## config.mk

```make
export PLATFORM = sky130hd
export DESIGN_NAME = fifo
export DESIGN_NICKNAME = d
export VERILOG_FILES = /design/src/rtl/fifo_pkg.sv /design/src/rtl/fifo_ram.sv /design/src/rtl/fifo.sv
export SDC_FILE = /design/constraint.sdc
export NUM_CORES = 1
export LEC_CHECK = 0
export CORE_ASPECT_RATIO = 1.4
export CORE_UTILIZATION = 64
export CTS_BUF_LIST = sky130_fd_sc_hd__clkbuf_8
export DETAILED_ROUTE_END_ITERATION = 16
export GPL_ROUTABILITY_DRIVEN = 0
export PLACE_DENSITY = 0.85
export SYNTH_ARGS = -nofsm -noshare
export SYNTH_HDL_FRONTEND = slang
export SYNTH_HIERARCHICAL = 1
export SYNTH_SLANG_ARGS = --single-unit
```

## constraint.sdc

```tcl
create_clock -name clock -period 10.1 [get_ports clock]
set_clock_uncertainty 0.05 [all_clocks]
set_input_delay 2.02 -clock clock [delete_from_list [all_inputs] [get_ports clock]]
set_output_delay 2.02 -clock clock [all_outputs]
set_load 0.1 [all_outputs]
```

## src/rtl/fifo_pkg.sv

```systemverilog
// ---------------------------------------------------------------------------
// fifo_pkg
// Shared definitions for the single-clock FIFO slice.
//   - Default data width and depth.
//   - Pointer and occupancy-count width derivations.
//   - Per-cycle operation record (accepted push / accepted pop).
// ---------------------------------------------------------------------------
package fifo_pkg;

    localparam int DEFAULT_WIDTH = 32;
    localparam int DEFAULT_DEPTH = 8;

    // Pointer width: enough bits to address every entry. Because DEPTH is a
    // power of two, plain binary increment wraps DEPTH-1 -> 0 for free.
    function automatic int ptr_bits(input int depth);
        return (depth > 1) ? $clog2(depth) : 1;
    endfunction

    // Count width: one more than the pointer so the value DEPTH fits.
    function automatic int count_bits(input int depth);
        return ptr_bits(depth) + 1;
    endfunction

    // Operations actually accepted in the current cycle, after the
    // full/empty qualification and clear priority have been applied.
    typedef struct packed {
        logic push;
        logic pop;
    } fifo_op_t;

endpackage : fifo_pkg

```

## src/rtl/fifo_ram.sv

```systemverilog
// ---------------------------------------------------------------------------
// fifo_ram
// DEPTH x WIDTH register array with one synchronous write port and one
// registered read port.
//   clock  in   rising-edge clock
//   reset  in   async active-high; clears only the read register
//   we     in   write enable (already qualified by the caller)
//   waddr  in   write address
//   wdata  in   write data
//   re     in   read enable (already qualified by the caller)
//   raddr  in   read address
//   rdata  out  registered read data; holds its value when re is low
// ---------------------------------------------------------------------------
module fifo_ram
    import fifo_pkg::*;
#(
    parameter int WIDTH = DEFAULT_WIDTH,
    parameter int DEPTH = DEFAULT_DEPTH,
    localparam int AW   = ptr_bits(DEPTH)
) (
    input  logic             clock,
    input  logic             reset,
    input  logic             we,
    input  logic [AW-1:0]    waddr,
    input  logic [WIDTH-1:0] wdata,
    input  logic             re,
    input  logic [AW-1:0]    raddr,
    output logic [WIDTH-1:0] rdata
);

    logic [WIDTH-1:0] mem [DEPTH];

    // NOTE: the storage array deliberately has no reset; clearing DEPTH words
    // buys nothing because an entry is never read before it has been written,
    // and a reset-free array maps onto plain flops or RAM without a reset tree.
    always_ff @(posedge clock) begin
        if (we) begin
            mem[waddr] <= wdata;
        end
    end

    // Read register: updated on the same edge the pop is accepted. When the
    // FIFO is full and a push and pop hit the same address, the non-blocking
    // read returns the old (oldest) word while the new word is written.
    always_ff @(posedge clock or posedge reset) begin
        if (reset) begin
            rdata <= '0;
        end else if (re) begin
            rdata <= mem[raddr];
        end
    end

endmodule : fifo_ram

```

## src/rtl/fifo.sv

```systemverilog
// ---------------------------------------------------------------------------
// fifo
// Synchronous single-clock first-in/first-out buffer. Rate-matches a
// producer and consumer that share one clock domain.
//   clock     in   rising-edge clock
//   reset     in   async active-high reset (pointers, count, data_out)
//   clear     in   sync flush: pointers and count to 0, storage/data_out kept
//   write     in   push request
//   read      in   pop request
//   data_in   in   word to push
//   full      out  FIFO holds DEPTH entries
//   empty     out  FIFO holds 0 entries
//   data_out  out  registered, most recently popped word
// DEPTH must be a power of two and at least 2.
// ---------------------------------------------------------------------------
module fifo
    import fifo_pkg::*;
#(
    parameter int WIDTH = DEFAULT_WIDTH,
    parameter int DEPTH = DEFAULT_DEPTH
) (
    input  logic             clock,
    input  logic             reset,
    input  logic             clear,
    input  logic             write,
    input  logic             read,
    input  logic [WIDTH-1:0] data_in,
    output logic             full,
    output logic             empty,
    output logic [WIDTH-1:0] data_out
);

    localparam int AW = ptr_bits(DEPTH);
    localparam int CW = count_bits(DEPTH);
    localparam logic [CW-1:0] FULL_COUNT = CW'(DEPTH);

    logic [AW-1:0] wr_ptr;
    logic [AW-1:0] rd_ptr;
    logic [CW-1:0] count;

    logic     wr_req;
    logic     rd_req;
    fifo_op_t op;

    // Flags come straight from the occupancy count.
    assign full  = (count == FULL_COUNT);
    assign empty = (count == '0);

    // An X (or Z) on a request line must behave as "no request" so an
    // undriven agent cannot corrupt pointers or count. Case equality gives
    // exactly that in simulation and reduces to a plain compare in synthesis.
    assign wr_req = (write === 1'b1);
    assign rd_req = (read === 1'b1);

    // Accept decisions. A pop frees a slot in the same cycle, so a push into
    // a full FIFO is allowed when a pop is accepted alongside it. A push into
    // an empty FIFO never enables a same-cycle pop: the word is not yet stored.
    // Clear outranks both requests, so neither is accepted while it is high.
    // NOTE: every signal driven from always_comb gets a default at the top so
    // no path leaves it unassigned, which would otherwise infer a latch.
    always_comb begin
        op = '0;
        if (!clear) begin
            op.pop  = rd_req && !empty;
            op.push = wr_req && (!full || op.pop);
        end
    end

    // Pointers and count.
    // NOTE: sequential state uses non-blocking assignments only, so every
    // flop samples the pre-edge values and ordering between blocks is moot.
    always_ff @(posedge clock or posedge reset) begin
        if (reset) begin
            wr_ptr <= '0;
            rd_ptr <= '0;
            count  <= '0;
        end else if (clear) begin
            wr_ptr <= '0;
            rd_ptr <= '0;
            count  <= '0;
        end else begin
            if (op.push) begin
                wr_ptr <= wr_ptr + 1'b1;
            end
            if (op.pop) begin
                rd_ptr <= rd_ptr + 1'b1;
            end
            // Simultaneous push and pop leave the count unchanged.
            unique case ({op.push, op.pop})
                2'b10:   count <= count + 1'b1;
                2'b01:   count <= count - 1'b1;
                default: count <= count;
            endcase
        end
    end

    fifo_ram #(
        .WIDTH (WIDTH),
        .DEPTH (DEPTH)
    ) u_ram (
        .clock (clock),
        .reset (reset),
        .we    (op.push),
        .waddr (wr_ptr),
        .wdata (data_in),
        .re    (op.pop),
        .raddr (rd_ptr),
        .rdata (data_out)
    );

endmodule : fifo

```

# Word level (Yosys, flattened, before mapping)
# Memories as Yosys holds them, arrays and structs flattened. A register that Yosys moved wholly into a read port is not among the register bits.
# Index checks and enable logic that the tools add are counted.
# Widths: inputs -> output; s select.
op_classes:
  muxes: 9
  n_addsub: 4
  eq_ne: 5
  n_reduce_logical: 9
op_table:
  columns: ["cell", "count"]
  rows:
  - ["$mux 3", 4]
  - ["$pmux 4 s2", 1]
  - ["$add 3x1->3 const B", 2]
  - ["$add 4x1->4 const B", 1]
  - ["$eq 4x4->1 const B", 1]
  - ["$logic_not 4->1", 1]
  - ["$mux 4", 1]
  - ["$reduce_bool 2->1", 2]
  - ["$sub 4x1->4 const B", 1]
  - ["$reduce_bool 3->1", 1]
  - ["$eq 2x1->1 const B", 1]
  - ["$eq 2x2->1 const B", 1]
  - ["$eqx 1x1->1 const B", 2]
  - ["$logic_and 1x1->1", 2]
  - ["$logic_not 1->1", 2]
  - ["$mux 1", 2]
  - ["$mux 2", 1]
  - ["$logic_or 1x1->1", 1]
totals:
  wordCells: 31
  mem_bits_rw: 256
  in_bits: 37
  memories: 1
  register_bits: 10
mem_list:
  columns: ["name", "depth", "width", "rd", "rd_clocked_by_memory_dff", "write_ports", "line", "text"]
  rows:
  - ["u_ram.mem", 8, 32, 1, 1, 1, "fifo_ram.sv:31", "logic [WIDTH-1:0] mem [DEPTH];"]

# Longest topological paths before layout
# Gate-level depths: netlist (run 1).
logic_depth:
  depth_word: 9
  mapped_depth: 10
  ltp_nobuf: 9

# By module
# Netlist (run 1), hierarchy kept.
modules_own_cells:
  columns: ["module", "instances", "area_each_um2", "cells_per_inst", "seq_area_each_um2"]
  rows:
  - ["fifo_ram", 1, 11264.6, 636, 8488.1]
  - ["fifo", 1, 653.1, 65, 250.2]

# Worst setup path after synthesis (run 1)
# OpenSTA, ideal clock, no wires.
synth_path:
  kind: "input to register"
  start: "in clear"
  end: "mem u_ram/mem[0][0] (netlist name) (enable)"
  n_path_buf: 1
  required_ns: 9.589
  t_arrival_ns: 4.667
  setup_slack_ns: 4.922
  cell_stages: 4
  cell_sequence: "clkbuf_1 -> nor2_1 -> nand2b_1 -> nor3_1"
synth_lines:
  columns: ["item", "line", "text"]
  rows:
  - ["from (decl)", "fifo.sv:24", "input logic clear,"]
  - ["to (decl)", "fifo_ram.sv:31", null]

# Worst setup path in the final report (run 1)
layout_path:
  start: "reg count[0]"
  end: "out empty"
layout_between:
  elab_chain_cells: 1
layout_rtl:
  columns: ["item", "line", "text"]
  rows:
  - ["from (decl)", "fifo.sv:39", "logic [CW-1:0] count;"]
  - ["from (signal assigned)", "fifo.sv:90", "2'b10: count <= count + 1'b1;"]
  - ["from (signal assigned)", "fifo.sv:91", "2'b01: count <= count - 1'b1;"]
  - ["from (signal assigned)", "fifo.sv:92", "default: count <= count;"]
  - ["$logic_not 4->1", "fifo.sv:47", "assign empty = (count == '0);"]
  - ["to (decl)", "fifo.sv:29", "output logic empty,"]
# Every way passes these cells.

==> out/qor.txt, run 1 <==
maximum number of pins on one net before global-route repair - 83
Std-Cell Core Area - 18070 sq um
post-layout min period - 4.865 ns
max cap viols - 0
Leak - 4.737 nW
first-pass GRT wire length - 37230 um
DR iter-0 viols - 612
Setup Viol. Count Final - 0
Final WS setup - 5.235 ns
flop2flop setup slack - 6.77 ns
outcome - completed
Global Route met2 Usage - 45.40%
Synth warnings - 6
FMAX - 205.6 MHz
Die Area - 19180 sq um
final WL - 24250 um
share of cells above drive strength 1 - 10.49%
Max-slew headroom - 18.74%
Syn-to-layout area delta - 13.65%
grt met1 use - 31.06%
ys async rst share - 14.09%
post-route insts no fill - 1050
DR WL/cell - 23.09 um
n_diodes - 0
min-delay src - wr_ptr[2]
pre-CTS setup slack - 5.336 ns
RR Endpoint - u_ram/rdata[21]
clock network fraction of total power - 25.0%
maximum vdd ir drop - 0.2281 mV
hold-fix buffers at CTS - 0
Post-synth EDFFs - 256
# IOs - 71
signal arrival time at the worst endpoint - 2.79 ns
Fill cells - 988
Yosys top cell by area - edfxtp_1
Overflow after GRT - 0
post-synth top area share - 64.50%
Initial Util - 65.95%
first drt pass iteration count - 5
Post-Synthesis Cell Area - 11920 sq um
Synth Instances - 701
port buffer count - 70
Num CTS Buffers - 41
post-CTS sizing - 0
root buf cell - clkbuf_8
met3 Usage GRT - 3.771%
pwr/cell area - 267.4 nW/um^2
Net Count, Synth - 743
Die X - 117.3 um
global-route usage over all layers - 25.70%
Sw Pwr - 1.338 mW
Final TNS setup - 0 ns
WHS Endpoint - wr_ptr[2]
DRC - 0
most used routing layer - met2
Core Rows - 58
CP max FO - 7
Synth cell types - 39
clock-pin slew on the worst setup and hold paths - 0.07 ns
Inst Count DP - 975
Synth Register Bits - 298
CP Launch Type - flip-flop
R2R cell count - 5
sequential group share of total power - 41.0%
clock latency on the worst-skew pair - 0.52 ns
Worst Path Required - 8.03 ns
Critical Path End Type - primary output
Sw Ratio - 36.93%
launching point of the worst reg2reg path - rd_ptr[0]
top post-synthesis cells by area - edfxtp_1 65%, dfrtp_1 8.8%, mux2i_1 8.3%
fin crit share - 48.17%
initial antenna violation count - 0
hold path depth - 2
Hold Path Class - flip-flop to flip-flop
post-CTS setup buffer count - 0
Mean Syn Cell Area - 17.00 sq um
vias in the first global route - 6893
# clock sinks - 298
Worst Tran Pin Value - 1.216 ns
Clock Tree Buf Depth - 3
vias - 6600
Int Power - 2.284 mW
Crit Path Class - flip-flop to primary output
RSZ-0062 raised after global routing - false
Combinational Power Share - 34.0%
CTS tree - built
dpl hpwl - 13180 um
final hold viol count - 0
Final Slew Violations - 0
fin nets - 820
sequential-to-total area share from yosys stat - 73.32%
prevailing post-synth register cell - edfxtp_1
Via-to-Cell Ratio - 6.286
die height - 163.5 um
antenna viol nets, final - 0
Clock H-tree levels - 2
hold slack - 0.5412 ns
==> state kept, by name (all words and copies together) (netlist names) <==
| register | flops |
|---|---|
| u_ram/mem | 256 |
| count | 4 |
| wr_ptr | 3 |
| rd_ptr | 3 |
| u_ram/rdata | 32 |
==> power groups by stage <==
stage	logic [mW]	registers [mW]	clock network [mW]
after global routing	1.28	1.50	0.962
after CTS	1.23	1.49	0.915
after global placement	1.20	1.50	0
after detailed placement	1.22	1.51	0
final	1.23	1.49	0.904
after floorplan	0.567	1.93	0
==> critical path, cell delays in order, from the launching register on <==
cell and delay (ns):
dfrtp_1 0.45, or3_1 0.53, nor2_1 0.14, clkdlybuf4s50_1 1.14
==> placed cells by master (no fill, tap or decap), types with 4 or more instances in the layout <==
master           instances
edfxtp_1               256
mux2i_1                 99
clkdlybuf4s50_1         70
nor2b_1                 64
clkbuf_8                51
dfrtp_1                 41
a22oi_1                 32
nand3_1                 32
a211o_1                 32
a41o_1                  32
inv_1                   16
nor2_1                  13
buf_4                   10
nor2_4                   7
nand2b_1                 4
xor2_1                   4
ha_1                     4
clkinv_1                 4
clkinv_2                 4
==> logic make-up (layout without fill, tap and decap cells) <==
| logic type | after synthesis | after routing | synth area share (%) |
|---|---|---|---|
| flops | 298 | 298 | 73.32 |
| xor+xnor | 7 | 7 | 0.5144 |
| compound gates | 109 | 109 | 7.968 |
| buf+inv | 49 | 158 | 2.992 |
| simple gates | 134 | 134 | 6.299 |
| fa+ha+maj | 5 | 5 | 0.5880 |
| mux | 99 | 99 | 8.315 |
==> Yosys cell counts (12+ instances only) <==
master and n:
edfxtp_1 256, nor2b_1 65, clkbuf_1 12, dfrtp_1 42, nor2_1 20, nand3_1 32, a22oi_1 32, buf_2 12
mux2i_1 99, buf_6 16, a211o_1 32, a41o_1 32
==> routing by layer <==
layer  up-vias  wire length (um)
li1       2901                 -
met1      3358              9114
met2       285             12940
met3        56              1414
met4         0               777
met5         -                 0
==> through the flow <==
| stage | power [mW] | area [sq um] | utilization, % |
|---|---|---|---|
| after floorplan | 2.496 | 11920 | - |
| after global placement | 2.699 | 12720 | 70.38 |
| after detailed placement | 2.730 | 12720 | 70.38 |
| after CTS | 3.634 | 13540 | 74.96 |
| after global routing | 3.742 | 13540 | 74.96 |
| final | 3.622 | 13540 | 74.96 |
==> how the worst max path moves through the flow <==
stage / from / cells after the start / endpoint
floorplan: clear / 4 / u_ram/mem[0][0]
global placement: read / 6 / u_ram/mem[5][29]
detailed placement: read / 6 / u_ram/mem[5][28]
CTS: count[0] / 3 / empty
global route: count[0] / 3 / empty
finish: count[0] / 3 / empty
==> cell type report <==
cell class / instances / area, sq um / area share (%)
clock inverter: 24 / 125.1 / 0.9238
clock buffer: 51 / 701.9 / 5.182
multi-input combinational: 354 / 2888 / 21.32
sequential: 298 / 8742 / 64.55
tap: 240 / 300.3 / 2.217
inverter: 3 / 11.26 / 0.08314
timing repair buffer: 80 / 775.7 / 5.727
Note: power is estimated with default switching activity, not from simulation.
==> inputs of run 2 (changes only) <==
--- a/config.mk
+++ b/config.mk
@@ -6,11 +6,11 @@
 export NUM_CORES = 1
 export LEC_CHECK = 0
 export CORE_ASPECT_RATIO = 1.4
-export CORE_UTILIZATION = 64
+export CORE_UTILIZATION = 56
 export CTS_BUF_LIST = sky130_fd_sc_hd__clkbuf_8
 export DETAILED_ROUTE_END_ITERATION = 16
 export GPL_ROUTABILITY_DRIVEN = 0
-export PLACE_DENSITY = 0.85
+export PLACE_DENSITY = 0.79
 export SYNTH_ARGS = -nofsm -noshare
 export SYNTH_HDL_FRONTEND = slang
 export SYNTH_HIERARCHICAL = 1
==> constraint.sdc (replaced) <==
create_clock -name clock -period 4 [get_ports clock]
set_clock_uncertainty 0.05 [all_clocks]
set_input_delay 0.8 -clock clock [delete_from_list [all_inputs] [get_ports clock]]
set_output_delay 0.8 -clock clock [all_outputs]
set_load 0.1 [all_outputs]
==> out/qor.txt, run 2 (same netlist as run 1, synthesis figures left out) <==
outcome - complete, but fails checks
violated checks - design-rule violations
FMAX - 325.2 MHz
pwr/cell area - 665.3 nW/um^2 (+150%)
signal arrival time at the worst endpoint - 3.40 ns (+0.61 ns)
final hold viol count - 0 (unchanged)
critical path's largest stage delay - 0.55 ns (-0.59 ns)
first-pass GRT wire length - 37740 um (+1.4%)
DR WL/cell - 22.26 um (-3.6%)
Die X - 125.3 um (+6.8%)
share of cells above drive strength 1 - 11.74% (+1.2 points)
# clock sinks - 298 (unchanged)
maximum number of pins on one net before global-route repair - 65 (-22%)
max cap viols - 0 (unchanged)
Final Slew Violations - 0 (unchanged)
# IOs - 71 (unchanged)
Sw Ratio - 37.25% (+0.32 points)
Inst Count DP - 1003 (+2.9%)
met2 routed WL - 12440 um (-3.9%)
CP Launch Type - flip-flop
DR iter-0 viols - 482 (-21%)
first drt pass iteration count - 12 (+7)
Clock H-tree levels - 2 (unchanged)
Final TNS setup - 0 ns (unchanged)
CP Depth - 9 (+6)
met1 WL - 9562 um (+4.9%)
Int Power - 5.714 mW (+150%)
commonest non-fill, non-tap cells in the layout - 256 x edfxtp_1, 99 x mux2i_1, 68 x clkdlybuf4s50_1
Combinational Power Share - 33.1% (-0.9 points)
Crit Path Class - flip-flop to flip-flop
Clock Tree Buf Depth - 3 (unchanged)
Sw Pwr - 3.392 mW (+150%)
Worst Path Required - 4.33 ns (-3.70 ns)
hold-fix buffers at CTS - 0 (unchanged)
RSZ-0062 raised after global routing - false
root buf cell - clkbuf_8
clock network fraction of total power - 24.5% (-0.5 points)
RR Endpoint - count[3]
Buf/Inv on CP - 0 (-1)
Met3 Routed Length - 1422 um (+0.57%)
Largest Register - u_ram/mem
post-route insts no fill - 1082 (+3.0%)
most common cell after layout, fill and taps aside - edfxtp_1
kind of cell adding the most delay to the critical path - simple AND/OR/NAND/NOR gates
Std-Cell Core Area - 20710 sq um (+15%)
Worst Tran Pin Value - 1.183 ns (-0.03247 ns)
Crit-path slowest cell - or4_1
post-layout min period - 3.075 ns
global-route usage over all layers - 22.73% (-3.0 points)
dpl hpwl - 14920 um (+13%)
Critical Path End Type - flip-flop
Initial Util - 57.54% (-8.4 points)
Syn-to-layout area delta - 14.85%
Die Area - 21880 sq um (+14%)
post-CTS setup buffer count - 0 (unchanged)
die height - 174.6 um (+6.8%)
DRC - 3 (+3)
Via-to-Cell Ratio - 6.054 (-3.7%)
port buffer count - 70 (unchanged)
Max-slew headroom - 20.74% (+2.0 points)
Overflow after GRT - 0 (unchanged)
antenna viol nets, final - 0 (unchanged)
CTS tree - built
maximum vdd ir drop - 0.6299 mV (+180%)
post-CTS sizing - 0 (unchanged)
clock latency on the worst-skew pair - 0.53 ns (about the same)
vias - 6550 (-0.76%)
fin crit share - 76.88%
sequential group share of total power - 42.3% (+1.3 points)
post-layout util - 66.08% (-8.9 points)
Hold Path Class - input pin to async pin
R2R cell count - 9 (+4)
Worst Setup SP - count[0]
initial antenna violation count - 0 (unchanged)
Core Rows - 62 (+6.9%)
Num CTS Buffers - 44 (+7.3%)
final WL - 24090 um (-0.66%)
Setup Viol. Count Final - 0 (unchanged)
max reg flops - 256 (unchanged)
biggest regs - u_ram/mem: 256 flops, u_ram/rdata: 32 flops, count: 4 flops
vias in the first global route - 6899 (+0.087%)
launching point of the worst reg2reg path - count[0]
CP max FO - 7 (unchanged)
Leak - 4.820 nW (+1.7%)
Top Layer Used - met4
critical-path cell list - or3_1 -> o21ai_2 -> nor2_4 -> and2_1 -> ha_1 -> a211oi_1 -> or4_1 -> a31oi_1 -> a21oi_1
clock-pin slew on the worst setup and hold paths - 0.07 ns (about the same)
worst setup path end - count[3]
n_diodes - 0 (unchanged)
fin nets - 835 (+1.8%)
flop2flop setup slack - 0.92 ns (-5.85 ns)
## run 2: changes by cell type in the layout (fill, tap and decap cells not counted), sizes merged
cell	before	now
buf	10	24
inv	17	20
clkdlybuf4s50	70	68
clkinv	8	10
bufinv	1	0
## run 2: worst min path at each step
stage / cells after the start / start / end
after floorplan: 2 / wr_ptr[2] / wr_ptr[2]
final: 2 / reset / wr_ptr[2]
after global routing: 2 / reset / wr_ptr[2]
after CTS: 2 / wr_ptr[2] / wr_ptr[2]
after global placement: 2 / wr_ptr[2] / wr_ptr[2]
after detailed placement: 2 / wr_ptr[2] / wr_ptr[2]
## run 2: metal layers
metal	track usage, %	vias to the layer above
li1	-	2942
met1	29.08	3298
met2	38.94	253
met3	3.644	57
met4	9.197	0
met5	0	-
## run 2: area by class of cell
class / count / area [sq um]
clock buffer: 51 / 701.9
inverter: 3 / 11.26
clock inverter: 28 / 112.6
multi-input combinational: 354 / 2888
sequential: 298 / 8742
fill: 1334 / 7025
timing repair buffer: 92 / 910.9
tap: 256 / 320.3
## run 2: stage by stage
step | hold WS, ns | power (mW) | area (sq um) | setup slack, ns
floorplan | 0.4673 | 6.303 | 11920 | 0.04238
global placement | 0.4891 | 6.852 | 12870 | 0.7198
detailed placement | 0.5189 | 6.926 | 12870 | 0.6018
CTS | 0.5346 | 9.160 | 13690 | 1.007
global route | 0.5643 | 9.460 | 13690 | 0.7968
finish | 0.5362 | 9.106 | 13690 | 0.9249
## run 2: power groups by stage
stage	logic [mW]	clock network, mW	registers, mW
after global routing	3.16	2.42	3.88
after global placement	2.95	0	3.91
final	3.02	2.23	3.85
after floorplan	1.43	0	4.87
after CTS	3.02	2.28	3.86
after detailed placement	3.01	0	3.92
